### config.mk
export PLATFORM = sky130hd
export DESIGN_NAME = fifo_read_stream
export DESIGN_NICKNAME = d
export VERILOG_FILES = /design/src/rtl/fifo_read_stream.sv
export SDC_FILE = /design/constraint.sdc
export NUM_CORES = 1
export LEC_CHECK = 0
export CAP_MARGIN = 20
export CORE_MARGIN = 2
export CORE_UTILIZATION = 30
export CTS_CLUSTER_SIZE = 40
export DETAILED_ROUTE_END_ITERATION = 10
export SKIP_LAST_GASP = 1
export SLEW_MARGIN = 15
export SYNTH_ARGS = -nofsm -noshare
export SYNTH_HDL_FRONTEND = slang
export SYNTH_SLANG_ARGS = --single-unit
### constraint.sdc
create_clock -name clk -period 2.9 [get_ports clk]
set_input_delay 0.435 -clock clk [delete_from_list [all_inputs] [get_ports clk]]
set_output_delay 0.435 -clock clk [all_outputs]
set_load 0.01 [all_outputs]
### src/rtl/fifo_read_stream.sv
// fifo_read_stream: drains the async_fifo read port (p_read_*) into a valid/ready stream (m_*) with PKT_LEN framing and a delivered-word count
module fifo_read_stream #(
  parameter int BITS = 32,
  parameter int READ_LATENCY = 1,
  parameter int DEPTH = 2,
  parameter int PKT_LEN = 4,
  parameter int COUNT_BITS = 32
) (
  input  logic                  clk,
  input  logic                  rst,
  input  logic                  drain_en,
  output logic                  p_read_en,
  input  logic [BITS-1:0]       p_read_data,
  input  logic                  p_read_empty,
  output logic                  m_valid,
  input  logic                  m_ready,
  output logic [BITS-1:0]       m_data,
  output logic                  m_last,
  output logic [COUNT_BITS-1:0] word_count
);
  localparam int PW = DEPTH > 1 ? $clog2(DEPTH) : 1;
  localparam int OW = $clog2(DEPTH + 1);
  localparam int BW = PKT_LEN > 1 ? $clog2(PKT_LEN) : 1;
  logic [BITS-1:0] mem [DEPTH];
  logic [PW-1:0] rd_ptr, wr_ptr;
  logic [OW-1:0] occ;
  logic [BW-1:0] beat;
  logic inflight, push, pop;
  function automatic logic [PW-1:0] wrap_inc(input logic [PW-1:0] p);
    return p == PW'(DEPTH - 1) ? '0 : p + 1'b1;
  endfunction
  always_comb begin
    pop = m_valid && m_ready;
    push = READ_LATENCY == 0 ? p_read_en : inflight;
    p_read_en = !rst && drain_en && !p_read_empty && (int'(occ) + int'(inflight) - int'(pop) < DEPTH);
    m_valid = occ != '0;
    m_data = m_valid ? mem[rd_ptr] : '0;
    m_last = PKT_LEN != 0 && m_valid && beat == BW'(PKT_LEN - 1);
  end
  always_ff @(posedge clk)
    inflight <= READ_LATENCY != 0 && p_read_en;
  always_ff @(posedge clk)
    if (push) mem[wr_ptr] <= p_read_data;
  always_ff @(posedge clk) begin
    if (rst) begin
      rd_ptr <= '0;
      wr_ptr <= '0;
      occ <= '0;
      beat <= '0;
      word_count <= '0;
    end else begin
      if (push) wr_ptr <= wrap_inc(wr_ptr);
      if (pop) rd_ptr <= wrap_inc(rd_ptr);
      occ <= occ + OW'(push) - OW'(pop);
      if (pop) word_count <= word_count + 1'b1;
      if (pop) beat <= (PKT_LEN == 0 || beat == BW'(PKT_LEN - 1)) ? '0 : beat + 1'b1;
    end
  end
  assert property (@(posedge clk) disable iff (rst) !(push && occ == OW'(DEPTH)));
endmodule
# == Yosys cells after proc, flatten, opt, wreduce, memory -nomap -nowiden ==
# Memory sizes are Yosys's and may differ from the RTL's. A register that Yosys moved wholly into a read port is not among the register bits.
# Cells that the tools add are included.
# totals
ff_bits,39
mem_bits_rw,64
inputBits,37
output_inout_bits,67
elab_cells,33
n_memories,1
# classes
n_addsub,8
order_cmp,1
eq_ne,1
muxes,8
n_reduce_logical,8
# mem_list
name,words,width,rd,rd_clocked_by_memory_dff,wr,line_no,rtl
mem,2,32,1,1,1,24,logic [BITS-1:0] mem [DEPTH];
# ops
cell,n
"adder 32 x 1 -> 32 bit, second input constant",1
2-to-1 mux 32 bit,1
2-to-1 mux 1 bit,6
logical AND 1 bit,5
"less-than comparator 4 x 3 -> 1 bit, second input constant",1
subtractor 3 x 1 -> 4 bit,1
adder 2 x 1 -> 3 bit,1
"adder 1 bit, second input constant",2
adder 2 x 1 -> 2 bit,1
"adder 2 x 1 -> 2 bit, second input constant",1
"equality test 2 bit, second input constant",1
logical NOT 1 bit,2
2-to-1 mux 2 bit,1
nonzero test 2 bit,1
subtractor 2 x 1 -> 2 bit,1

# == Logic depth before layout (Yosys ltp) ==
# depth
depth_word,5
mapped_depth,9
ltp_nobuf,8

# == Worst setup path after synthesis ==
# Ideal clock, no wire load.
# synth_path
path_type,reg2out
from,register occ[1]
to,output port p_read_en
arrival_time_ps,2423
required_ps,2465
path_slack_ps,42
stages_incl_launch_ff,10
path_buffers,1
path_cell_list,dfxtp_1 buf_4 o21ai_1 xnor2_1 ha_1 inv_1 fa_1 xnor2_1 a22oi_1 nor4b_1
# synth_between
elab_chain_cells,5
word_cells_on_any_way,6
classes_between,add/sub (2); order compare (1); reduce/logical (3)
# synth_rtl
element,line_no,rtl
"start, declared",26,logic [OW-1:0] occ;
"start signal, assigned",54,occ <= occ + OW'(push) - OW'(pop);
"parallel branches: the longest is 2 deep, another holds adder 2 x 1 -> 3 bit",n/a,
subtractor 3 x 1 -> 4 bit (*),35,p_read_en = !rst && drain_en && !p_read_empty && (int'(occ) + int'(inflight) - int'(pop) < DEPTH);
less-than comparator 4 x 3 -> 1 bit (*),35,
logical AND 1 bit (*),35,
"end, declared",12,"output logic p_read_en,"
# Every way passes the cells marked *.

# == Worst setup path in the final report ==
# layout_path
from,register occ[0]
to,output port p_read_en
# Same word-level chain as after synthesis.

==> results.json <==
{
  "status": "finished clean",
  "grt_antenna_before_repair": 0,
  "syn_area_per_cell_sq_um": 12.15,
  "period_share": 0.9395,
  "worstMarginPinSlew_ps": 442.4,
  "max_freq_mhz": 367.0,
  "seqPwrFrac": 0.437,
  "netSwitchingFraction": 0.2840,
  "cts_buffer_depth": 2,
  "finalWeightedCongestion": 0.7813,
  "grt_max_degree": 40,
  "insertion_delay_ps": 350,
  "r2r-start": "word_count[0]",
  "async_reset_ff_frac": 0,
  "initial_core_util": 0.3079,
  "syn_to_final_growth_pct": 37.21,
  "cap_violations": 0,
  "cp-start-kind": "flip-flop",
  "top_layer_used": "met4",
  "ys.flop_type": "edfxtp_1",
  "cp.arrival_ps": 2290,
  "min_period_ps": 2725,
  "ioPinCount": 104,
  "rr_worst_depth": 5,
  "wl_met2_microns": 4341,
  "die_area_sq_um": 15270,
  "drcViolationCount": 0,
  "synth_commonest_cells": "edfxtp_1 (64), nor2_1 (49), dfxtp_1 (40)",
  "wirelength_met1_microns": 4307,
  "finClkSkew_ps": 5.425,
  "grt_pass1_wl_microns": 15090,
  "hold_path_class": "flip-flop to flip-flop",
  "holdPathStages": 2,
  "p_int_mw": 2.833,
  "grt_pass1_vias": 3098,
  "cts-root-buf": "clkbuf_16",
  "viasPerCell": 4.803,
  "hold_viol": 0,
  "netlist_top_cells_area": "edfxtp_1 (45%), dfxtp_1 (19%), mux2i_1 (7.9%)",
  "path_clk_slew_ps": 70,
  "cp.required_ps": 2470,
  "wl_per_cell_microns": 14.79,
  "maxSlewViolCount": 0,
  "numCtsBuffers": 9,
  "drive_gt1_frac": 0.08584,
  "pwr-share-comb": 0.267,
  "yosysSeqAreaShare": 0.6346,
  "stdcell_count": 646,
  "first_pass_iters": 4,
  "wl_met3_microns": 804,
  "holdPathEnd": "word_count[31]",
  "leakagePower_nw": 1.875,
  "rsz0062_at_grt": "false",
  "core_sq_um": 13930,
  "fin_util": 0.4225,
  "ys_types": 34,
  "dp.cells": 629,
  "hp-start": "word_count[31]",
  "cts_tree": "built",
  "synth_top_cell_by_area": "edfxtp_1",
  "layout.nets": 504,
  "whs_ps": 485.9,
  "power.clock.fraction": 0.296,
  "track_usage": 0.1292,
  "maxSlewHeadroom": 0.7050,
  "die_w_microns": 123.6,
  "diodes": 0,
  "io_buffer_count": 103,
  "clkSinkCount": 104,
  "htreeDepth": 3,
  "grt-ovfl-total": 0,
  "r2r_end": "word_count[18]",
  "rows": 43,
  "tns_ps": 0,
  "vdd_ir_drop_max_mv": 0.2640,
  "postSynthCellCount": 353,
  "wl_microns": 9556,
  "drt_iter0_drc": 214,
  "power_switching_mw": 1.123,
  "crit_type": "flip-flop to primary output",
  "die_h_microns": 123.6,
  "ys_warn_count": 0,
  "cp_max_fo": 2,
  "dp_hpwl_microns": 6206,
  "mappedNetlistNets": 396,
  "worst_setup_path_end_kind": "primary output",
  "cellPowerDensity_nw_per_um2": 672.0,
  "yosysMostFrequentCell": "edfxtp_1",
  "synth_top_area_share": 0.4479,
  "rrSetupSlack_ps": 690,
  "synth_area_sq_um": 4290,
  "synth_edf_count": 64,
  "setup_violations": 0,
  "via_count": 3103,
  "ant_nets": 0,
  "ys_ff_latch": 104
}
## flip-flops by register name (all words and copies together) (netlist names), named ones only
name	cells
word_count	32
rd_ptr	1
occ	2
inflight	1
beat	2
mem	64
wr_ptr	1
## timing repair
item	CTS	global route
setup buffers	0	1
pin swaps	0	6
resized for setup	5	4
hold buffers	0	0
endpoints found under the setup margin	1	1
## power by group through the flow
stage	logic, mW	clock network, mW	registers, mW
CTS	1.07	1.22	1.73
global route	1.16	1.28	1.74
finish	1.05	1.17	1.73
detailed placement	1.07	0	1.76
global placement	1.05	0	1.76
floorplan	0.524	0	1.76
## final cells by class
class / instances / area [sq um]
Fill cell: 1331 / 8048
Sequential cell: 104 / 2724
Multi-Input combinational cell: 220 / 1471
Timing Repair Buffer: 117 / 1146
Clock buffer: 9 / 225.2
Tap cell: 180 / 225.2
Clock inverter: 7 / 61.31
Inverter: 9 / 33.78
## kinds of logic after synthesis
| group | count (synthesis) | share of synthesized area |
|---|---|---|
| DFF | 104 | 0.6346 |
| and+or+nand+nor | 117 | 0.1403 |
| muxes | 34 | 0.07932 |
| buffers and inverters | 29 | 0.02829 |
| adders and majority gates | 6 | 0.01925 |
| xor gates and xnor gates | 12 | 0.02450 |
| AOI/OAI and AO/OA | 51 | 0.07378 |
## per-layer routing
| metal | global-route usage | up-vias |
|---|---|---|
| li1 | - | 1515 |
| met1 | 0.1557 | 1475 |
| met2 | 0.2074 | 104 |
| met3 | 0.05861 | 9 |
| met4 | 0.03906 | 0 |
| met5 | 0 | - |
## through the flow
step / power, mW / area, sq um / setup WS (ps)
2_1_floorplan: 2.286 / 4290 / 42.29
3_3_place_gp: 2.804 / 5580 / -403.5
3_5_place_dp: 2.828 / 5580 / -485.0
4_1_cts: 4.017 / 5868 / 8.281
5_1_grt: 4.183 / 5887 / 11.85
6_report: 3.956 / 5887 / 175.4
## critical path: stages, from the launching register on
cell,delay (ps)
dfxtp_1,320
o21ai_2,170
xnor2_1,140
ha_2,200
inv_1,50
fa_2,540
a22oi_1,70
nor4b_2,280
buf_2,180
## placed cells by master, fill, tap and decap left out, types with 10 or more instances in the layout
cell type        instances
a21oi_1                 24
buf_4                   13
clkdlybuf4s50_1        101
dfxtp_1                 39
edfxtp_1                64
mux2i_1                 34
nand2_1                 10
nand3_1                 10
nor2_1                  48
o31ai_1                 15
or4_1                   17
## worst max-delay path by stage
stage | slack (ps) | startpoint | end
after floorplan | 40 | occ[1] | p_read_en
after global placement | -400 | m_ready | p_read_en
after detailed placement | -490 | m_ready | p_read_en
after CTS | 8 | m_ready | p_read_en
after global routing | 10 | occ[0] | p_read_en
final | 180 | occ[0] | p_read_en
Note: power is estimated with default switching activity, not from simulation.
